==> src/rtl/bp_nbf_uart_tx.sv <==
// bp_nbf_uart_tx: shifts NBF packets out as 8-bit UART frames, opcode byte first, line idle-high.
// Optional macro BP_NBF_UART_TX_GAP_EN inserts a 10-bit-time idle gap after each packet.
module bp_nbf_uart_tx
  #(parameter int nbf_addr_width_p   = 40,
    parameter int nbf_data_width_p   = 64,
    parameter int uart_clk_per_bit_p = 10416,
    parameter int uart_data_bits_p   = 8,
    parameter int uart_parity_bit_p  = 0,
    parameter int uart_parity_odd_p  = 0,
    parameter int uart_stop_bits_p   = 1,
    localparam int nbf_width_lp = 8 + nbf_addr_width_p + nbf_data_width_p,
    localparam int nbf_bytes_lp = (nbf_width_lp + 7) / 8)
  (input  logic                    clk_i,
   input  logic                    reset_i,
   input  logic [nbf_width_lp-1:0] nbf_i,
   input  logic                    nbf_v_i,
   output logic                    nbf_ready_and_o,
   output logic                    tx_o,
   output logic                    busy_o);

  localparam int clk_cnt_w_lp  = (uart_clk_per_bit_p > 1) ? $clog2(uart_clk_per_bit_p) : 1;
  localparam int byte_cnt_w_lp = $clog2(nbf_bytes_lp + 1);
  localparam int shift_w_lp    = nbf_bytes_lp * 8;

  if (uart_data_bits_p != 8) begin : g_bad_data_bits
    $error("bp_nbf_uart_tx: uart_data_bits_p must be 8");
  end
  if (uart_stop_bits_p < 1 || uart_stop_bits_p > 2) begin : g_bad_stop_bits
    $error("bp_nbf_uart_tx: uart_stop_bits_p must be 1 or 2");
  end
  if (uart_clk_per_bit_p < 2) begin : g_bad_clk_per_bit
    $error("bp_nbf_uart_tx: uart_clk_per_bit_p must be at least 2");
  end

  typedef enum logic [2:0] {
    e_idle,
    e_start,
    e_data,
    e_parity,
    e_stop
`ifdef BP_NBF_UART_TX_GAP_EN
    , e_gap
`endif
  } state_e;

  function automatic logic f_parity(input logic [7:0] b);
    return (uart_parity_odd_p != 0) ? ~^b : ^b;
  endfunction

  state_e                    r_state, w_state_nxt;
  logic [clk_cnt_w_lp-1:0]   r_clk_cnt, w_clk_cnt_nxt;
  logic [3:0]                r_bit_cnt, w_bit_cnt_nxt;
  logic [byte_cnt_w_lp-1:0]  r_byte_cnt, w_byte_cnt_nxt;
  logic [shift_w_lp-1:0]     r_shift;
  logic                      w_bit_end, w_last_stop, w_hs, w_byte_done, w_tx;

  assign w_bit_end   = (r_clk_cnt == clk_cnt_w_lp'(uart_clk_per_bit_p - 1));
  assign w_last_stop = (r_bit_cnt == 4'(uart_stop_bits_p - 1));
  assign w_hs        = (r_state == e_idle) & nbf_v_i;
  assign w_byte_done = (r_state == e_stop) & w_bit_end & w_last_stop;

  always_ff @(posedge clk_i) begin
    if (reset_i) begin
      r_state    <= e_idle;
      r_clk_cnt  <= '0;
      r_bit_cnt  <= '0;
      r_byte_cnt <= '0;
    end else begin
      r_state    <= w_state_nxt;
      r_clk_cnt  <= w_clk_cnt_nxt;
      r_bit_cnt  <= w_bit_cnt_nxt;
      r_byte_cnt <= w_byte_cnt_nxt;
    end
  end

  // Current byte always sits in r_shift[7:0]; it advances by one byte per completed frame.
  always_ff @(posedge clk_i) begin
    if (w_hs)
      r_shift <= shift_w_lp'(nbf_i);
    else if (w_byte_done)
      r_shift <= r_shift >> 8;
  end

  always_comb begin
    w_state_nxt    = r_state;
    w_clk_cnt_nxt  = w_bit_end ? '0 : r_clk_cnt + 1'b1;
    w_bit_cnt_nxt  = r_bit_cnt;
    w_byte_cnt_nxt = r_byte_cnt;
    case (r_state)
      e_idle: begin
        w_clk_cnt_nxt = '0;
        if (nbf_v_i) begin
          w_state_nxt    = e_start;
          w_byte_cnt_nxt = byte_cnt_w_lp'(nbf_bytes_lp);
        end
      end
      e_start: begin
        if (w_bit_end) w_state_nxt = e_data;
      end
      e_data: begin
        if (w_bit_end) begin
          if (r_bit_cnt == 4'd7) begin
            w_bit_cnt_nxt = '0;
            w_state_nxt   = (uart_parity_bit_p != 0) ? e_parity : e_stop;
          end else begin
            w_bit_cnt_nxt = r_bit_cnt + 4'd1;
          end
        end
      end
      e_parity: begin
        if (w_bit_end) w_state_nxt = e_stop;
      end
      e_stop: begin
        if (w_bit_end) begin
          if (w_last_stop) begin
            w_bit_cnt_nxt  = '0;
            w_byte_cnt_nxt = r_byte_cnt - 1'b1;
            if (r_byte_cnt == byte_cnt_w_lp'(1))
`ifdef BP_NBF_UART_TX_GAP_EN
              w_state_nxt = e_gap;
`else
              w_state_nxt = e_idle;
`endif
            else
              w_state_nxt = e_start;
          end else begin
            w_bit_cnt_nxt = r_bit_cnt + 4'd1;
          end
        end
      end
`ifdef BP_NBF_UART_TX_GAP_EN
      // Gap reuses the bit counter to time ten idle bit periods.
      e_gap: begin
        if (w_bit_end) begin
          if (r_bit_cnt == 4'd9) begin
            w_bit_cnt_nxt = '0;
            w_state_nxt   = e_idle;
          end else begin
            w_bit_cnt_nxt = r_bit_cnt + 4'd1;
          end
        end
      end
`endif
      default: begin
        w_state_nxt   = e_idle;
        w_clk_cnt_nxt = '0;
        w_bit_cnt_nxt = '0;
      end
    endcase
  end

  always_comb begin
    w_tx = 1'b1;
    case (r_state)
      e_start:  w_tx = 1'b0;
      e_data:   w_tx = r_shift[r_bit_cnt[2:0]];
      e_parity: w_tx = f_parity(r_shift[7:0]);
      default:  w_tx = 1'b1;
    endcase
  end

  assign tx_o            = w_tx;
  assign nbf_ready_and_o = (r_state == e_idle);
  assign busy_o          = (r_state != e_idle);

endmodule

==> config.mk <==
export PLATFORM = sky130hd
export DESIGN_NAME = bp_nbf_uart_tx
export DESIGN_NICKNAME = d
export VERILOG_FILES = /design/src/rtl/bp_nbf_uart_tx.sv
export SDC_FILE = /design/constraint.sdc
export NUM_CORES = 1
export LEC_CHECK = 0
export CORE_MARGIN = 1
export CORE_UTILIZATION = 29
export CTS_BUF_LIST = sky130_fd_sc_hd__clkbuf_8 sky130_fd_sc_hd__clkbuf_16
export CTS_CLUSTER_SIZE = 8
export DETAILED_ROUTE_END_ITERATION = 12
export SETUP_SLACK_MARGIN = 0.5
export SLEW_MARGIN = 20
export SYNTH_ARGS = -nofsm -noshare
export SYNTH_HDL_FRONTEND = slang
export SYNTH_SLANG_ARGS = --single-unit
==> constraint.sdc <==
create_clock -name clk_i -period 3.5 [get_ports clk_i]
set_input_delay 0.7 -clock clk_i [delete_from_list [all_inputs] [get_ports clk_i]]
set_output_delay 0.7 -clock clk_i [all_outputs]
set_load 0.05 [all_outputs]
==> key figures, run 1 <==
Timing
  • Final setup violation count: 0
  • Max frequency: between 0.3 and 0.4 GHz
  • RSZ-0062 raised after global routing: false
  • Final hold vios: 0
  • Setup TNS: 0 ns
  • Minimum clock period: ~2.9 ns
  • Worst slew pin tran: about 0.63 ns
  • Slew Limit Fails: 0
  • Worst Skew: around 0.0091 ns
  • Worst hold-check slack: approximately 0.46 ns
  • Slew margin rel.: 57.5%
  • Tcrit/Tclk final: between 80% and 90%

Synth
  • Post-Syn Area: between 6000 and 7000 µm²
  • Netlist cell types: between 50 and 60
  • Seq cells post-synth: roughly 140
  • Post-synth ARST share: 0%
  • Post-synthesis net count: ~530
  • Top_reg_cell synth: edfxtp_1
  • Post-synth EDFFs: approximately 110
  • Mean post-synth cell area: 15.1 µm²
  • Seq/Total Area, Yosys: 62.8%
  • Synth warn: 0
  • Post-Syn Instances: 407

Floorplan
  • Die X: around 150 µm
  • Io pins: between 100 and 150
  • Die Y: around 150 µm
  • Rows: 52
  • Initial cell density of the core: between 30% and 40%
  • Die area: between 20000 and 25000 µm²
  • Core Footprint: between 20000 and 25000 µm²

CTS
  • # clock sinks: 137
  • Clk slew on worst S/H paths: 0.06 ns
  • Root Driver: clkbuf_16
  • CTS tree: built
  • Htree depth: 4
  • CTS max path bufs: 2
  • Cts-stage hold buffer count: 0
  • Cts bufs inserted: 17
  • Clock Latency Late Sink: approximately 0.42 ns

Final layout
  • Non-Filler Instances: about 800
  • Final instance area: a little over 8000 µm²
  • P&R area growth vs syn: 34.4%
  • Layout cells sized above 1: between 20% and 30%
  • Nets: roughly 650
  • N_diodes: 0

Worst hold path
  • Hold Path Origin: r_clk_cnt[0]
  • Worst hold path type: reg -> reg

Placement
  • DPL Wire Length: 7900 µm
  • GPL Wtd Cong: 0.796
  • Port Buf Inserts: ~120
  • Placed Area: between 7000 and 8000 µm²
  • Placed Cells: 779

Global route
  • Vias in the first global route: 3810
  • Global Route Usage Sum: between 10% and 20%
  • Gr ovfl total: 0
  • Initial antenna violation count: 0
  • Largest net degree at the start of global routing: between 70 and 80
  • First-pass GRT wire length: ~19000 µm

Routing
  • WL/cell: ~15 µm
  • Total wire length: 12000 µm
  • Initial DRC count: slightly above 200
  • First-pass iteration count of the detailed router: 4
  • Vias per cell: 4.49
  • WL met2: roughly 5500 µm
  • Met3 wire len: roughly 1200 µm
  • Uppermost layer routed: met4
  • Final ANT Viol Nets: 0
  • Post-route DRC: 0
  • DR vias: approximately 3600
  • Metal1 wirelength: between 5000 and 6000 µm

Power and ir drop
  • Maximum vdd drop: about 320 µV
  • Leak: 2.84 nW
  • PwrDens: around 520 nW/µm²

Outcome
  • Status: complete, no violations

Setup path
  • CP startpoint kind: flip-flop
  • WP data required: between 2 and 3 ns
  • CP Data Arrival Time: approximately 2.2 ns
  • CP Launch Point: r_state[1]
  • Crit. End Element: output port
  • WS Path Type: reg -> out
  • Worst Path Max Fanout: 14
  • FF-to-FF Start: r_clk_cnt[0]

Job
  • Max-Cap Viols: 0
==> per-layer routing <==
metal	vias to the layer above	global-route usage (%)
met3	11	6.17
met4	0	3.97
met5	-	0
li1	1783	-
met1	1742	14.2
met2	103	17.3
==> registers in the layout, summed over array words and instances, names as in the netlist <==
register / cells
r_bit_cnt: 4
r_byte_cnt: 4
r_clk_cnt: 14
r_shift: 112
r_state: 3
==> critical path, cell delays in order, from the launching register on <==
cell             delay [ns]
dfxtp_1                0.65
nor3_1                 0.16
inv_1                  0.11
clkdlybuf4s50_1        0.82
==> cell usage after synthesis, drive strengths merged (3+ instances only) <==
cell type	count	area, µm²
nand4	3	33.8
edfxtp	112	3360
nand3b	3	22.5
a21oi	9	52.6
and2	10	62.6
and4	5	43.8
buf	16	86.3
mux2	104	1170
xnor2	9	78.8
dfxtp	25	500
nor2b	3	18.8
ha	5	62.6
inv	9	33.8
nand2	8	30.0
clkbuf	4	15.0
nor3	6	40.0
nor2	23	88.8
xor2	10	87.6
nand3	6	30.0
==> layout make-up <==
class | instances | area [µm²]
Fill cell | 1907 | 12200
Sequential cell | 137 | 3860
Multi-Input combinational cell | 241 | 2170
Timing Repair Buffer | 122 | 1230
Clock buffer | 17 | 425
Tap cell | 270 | 338
Clock inverter | 15 | 215
Inverter | 9 | 33.8
==> cell usage in the layout (no fill, tap or decap), types with 4 or more instances in the layout <==
cell             instances
a21oi_1                  7
and2_1                  10
and4_1                   5
bufinv_16                4
clkbuf_16               17
clkdlybuf4s50_1        116
clkinv_4                 5
dfxtp_1                 24
edfxtp_1               112
ha_1                     5
inv_1                    9
inv_6                    4
mux2_2                 104
nand2_1                  8
nand3_1                  6
nor2_1                  22
nor3_1                   4
xnor2_1                  9
xor2_1                  10
==> metrics by stage <==
step	utilization [%]	setup WS (ns)	total power, W
2_1_floorplan	-	0.517	0.00224
3_3_place_gp	37.3	0.631	0.00244
5_1_grt	40.4	0.544	0.00453
4_1_cts	40.4	0.551	0.00442
3_5_place_dp	37.3	0.633	0.00245
6_report	40.4	0.648	0.00434
==> report_power, final <==
part / switching (W) / leakage [nW] / internal [W]
clock: 0.000729 / 0.315 / 0.00121
combinational: 0.000169 / 1.25 / 0.000276
sequential: 0.0000369 / 1.28 / 0.00192
total: 0.000935 / 2.84 / 0.00341
==> cells by family (layout without fill, tap and decap cells) <==
| family | Yosys count | after routing | share of synthesized area, % |
|---|---|---|---|
| AO/OA/AOI/OAI | 28 | 28 | 3.43 |
| adder cells (fa/ha/maj) | 5 | 5 | 1.02 |
| flip-flops | 137 | 137 | 62.8 |
| multiplexers | 107 | 107 | 19.9 |
| AND/OR/NAND/NOR | 82 | 82 | 7.99 |
| XOR/XNOR | 19 | 19 | 2.70 |
| buffers and inverters | 29 | 163 | 2.19 |
==> repair_timing <==
item,in CTS,in global routing
hold endpoints to repair,0,0
setup buffers,0,0
cloned,0,0
gates resized for setup,2,2
endpoints found under the setup margin,1,1
==> final timing paths <==
kind	endpoint	slack, ns	depth (start not counted)
setup reg to reg	r_shift[23]	1.15	5
setup / recovery	busy_o	0.65	3
hold / removal	r_clk_cnt[0]	0.46	1
hold reg to reg	r_clk_cnt[0]	0.46	1
(Power assumes the default switching activity.)
==> inputs of run 2 (changes only) <==
- clock period: 3.5 -> 2.8 ns (I/O delays scaled with it)
==> key figures, run 2 (synthesized netlist as in run 1, its figures left out) <==
Outcome
  • Status: complete, no violations

Global route
  • Global Route Usage Sum: 11.8% (+0.22 points)
  • Initial antenna violation count: 1 (+1)
  • Largest net degree at the start of global routing: 57 (-28%)
  • Vias in the first global route: 3850 (+1.0%)
  • Gr ovfl total: 0 (unchanged)
  • First-pass GRT wire length: 19500 µm (+0.96%)

Routing
  • Post-route DRC: 0 (unchanged)
  • Total wire length: 12400 µm (+3.3%)
  • WL/cell: 15.1 µm (+2.4%)
  • Initial DRC count: 137 (-33%)
  • Vias per cell: 4.53 (+1.1%)
  • DR vias: 3709 (+1.9%)
  • Final ANT Viol Nets: 0 (unchanged)
  • First-pass iteration count of the detailed router: 4 (unchanged)

Timing
  • Worst hold-check slack: 0.479 ns (+0.0193 ns)
  • Final setup violation count: 0 (unchanged)
  • Setup TNS: 0 ns (unchanged)
  • Minimum clock period: around 2.4 ns
  • Slew Limit Fails: 0 (unchanged)
  • Tcrit/Tclk final: between 80 and 90%
  • Max frequency: slightly above 0.4 GHz
  • Final hold vios: 0 (unchanged)
  • Slew margin rel.: 57.9% (+0.41 points)
  • Final setup margin: 0.376 ns (-0.273 ns)
  • RSZ-0062 raised after global routing: true
  • Worst Skew: 0.00652 ns (-0.00260 ns)
  • Worst slew pin tran: 0.629 ns (-0.00609 ns)

CTS
  • Clock Latency Late Sink: 0.41 ns (about the same)
  • Cts-stage hold buffer count: 0 (unchanged)
  • Post-CTS Setup Inserts: 0 (unchanged)
  • Root Driver: clkbuf_16
  • Clk slew on worst S/H paths: 0.05 ns (about the same)
  • Htree depth: 4 (unchanged)
  • Cts bufs inserted: 17 (unchanged)
  • CTS max path bufs: 2 (unchanged)
  • # clock sinks: 137 (unchanged)
  • CTS tree: built

Final layout
  • Largest regs: r_shift (112), r_clk_cnt (14)
  • Most common cell after layout, fill and taps aside: clkdlybuf4s50_1
  • Largest Register: r_shift
  • Final instance area: 8370 µm² (+1.1%)
  • N_diodes: 0 (unchanged)
  • Nets: 656 (+1.2%)
  • Commonest non-fill, non-tap cells in the layout: 114 x clkdlybuf4s50_1, 112 x edfxtp_1, 104 x mux2_2
  • Max FFs per register: 112 (unchanged)
  • P&R area growth vs syn: 35.9%
  • Layout cells sized above 1: 31.4% (+2.2 points)
  • Layout fillers: 1907 (unchanged)
  • Final core occ: 40.8% (+0.46 points)

Floorplan
  • Die area: 21800 µm² (unchanged)
  • Core Footprint: 20500 µm² (unchanged)
  • Die X: 148 µm (unchanged)
  • Initial cell density of the core: 30.0% (unchanged)
  • Rows: 52 (unchanged)
  • Io pins: 118 (unchanged)
  • Die Y: 148 µm (unchanged)

Setup path
  • CP Data Arrival Time: 1.86 ns (-0.29 ns)
  • Worst Path Max Fanout: 2 (-12)
  • WS Path Type: reg -> out
  • CP startpoint kind: flip-flop
  • Crit. End Element: output port
  • WP data required: 2.24 ns (-0.56 ns)

Power and ir drop
  • Sw Pwr: 0.00106 W (+13%)
  • Leak: 2.89 nW (+1.7%)
  • Int Pwr: 0.00422 W (+24%)
  • Switching share of power: 20.0% (-1.5 points)
  • PwrDens: 631 nW/µm² (+20%)
  • Maximum vdd drop: 411 µV (+28%)
  • Clock power frac: 42.7% (-1.9 points)
  • Seq pwr share: 46.4% (+1.3 points)
  • Comb power frac: 10.9% (+0.6 points)

Placement
  • Setup Slack @ Placement: 0.357 ns (-0.276 ns)
  • DPL Wire Length: 8540 µm (+8.1%)
  • GPL Wtd Cong: 0.746 (-6.3%)
  • Placed Area: 7760 µm² (+1.5%)
  • Port Buf Inserts: 117 (unchanged)

Worst hold path
  • Worst hold path type: reg -> reg

Job
  • Max-Cap Viols: 0 (unchanged)
## run 2: power groups by stage
stage | combinational [W] | clock (W) | sequential, W
after floorplan | 0.000334 | 0 | 0.00247
after global placement | 0.000565 | 0 | 0.00249
after detailed placement | 0.000581 | 0 | 0.00249
after CTS | 0.000585 | 0.00232 | 0.00245
after global routing | 0.000629 | 0.00241 | 0.00246
final | 0.000577 | 0.00226 | 0.00245
## run 2: final timing paths
check	from	to	slack, ns	depth (start not counted)
worst max-delay path	r_shift[3]	tx_o	0.38	5
worst min-delay path	r_clk_cnt[0]	r_clk_cnt[0]	0.48	1
worst max register to register	r_bit_cnt[0]	r_byte_cnt[2]	0.69	8
worst min register to register	r_clk_cnt[0]	r_clk_cnt[0]	0.48	1
## run 2: worst max-delay path: stages (launching register included)
cell and delay (ns):
edfxtp_1 0.43, mux4_2 0.47, and2_4 0.15, a211oi_2 0.14, o21ai_1 0.11, buf_6 0.16
## run 2: cell type report
| class | instances | area [µm²] | share of cell area (%) |
|---|---|---|---|
| clock buffers | 17 | 425 | 5.08 |
| clock inverters | 14 | 165 | 1.97 |
| inverters | 9 | 33.8 | 0.404 |
| multi-input cells | 242 | 2230 | 26.6 |
| flip-flops and latches | 137 | 3870 | 46.3 |
| well taps | 270 | 338 | 4.04 |
| repair buffers | 129 | 1310 | 15.7 |
## run 2: per-layer routing
layer,GRT usage (%),part of all wire [%],up-vias
met4,4.59,1.2,2
met3,6.17,10,18
met5,0,0.10,-
met1,13.9,43,1775
li1,-,-,1804
met2,18.0,46,110
## run 2: per-stage QoR
stage,instances,total power [W]
after detailed placement,786,0.00307
after CTS,817,0.00535
after global placement,786,0.00305
final,818,0.00528
after global routing,818,0.00550
after floorplan,407,0.00281
## run 2: repair_timing
| action | CTS | global route |
|---|---|---|
| endpoints found under the setup margin | 4 | 2 |
| resized for setup | 8 | 1 |
| cloned | 0 | 1 |
| pin swaps | 3 | 1 |
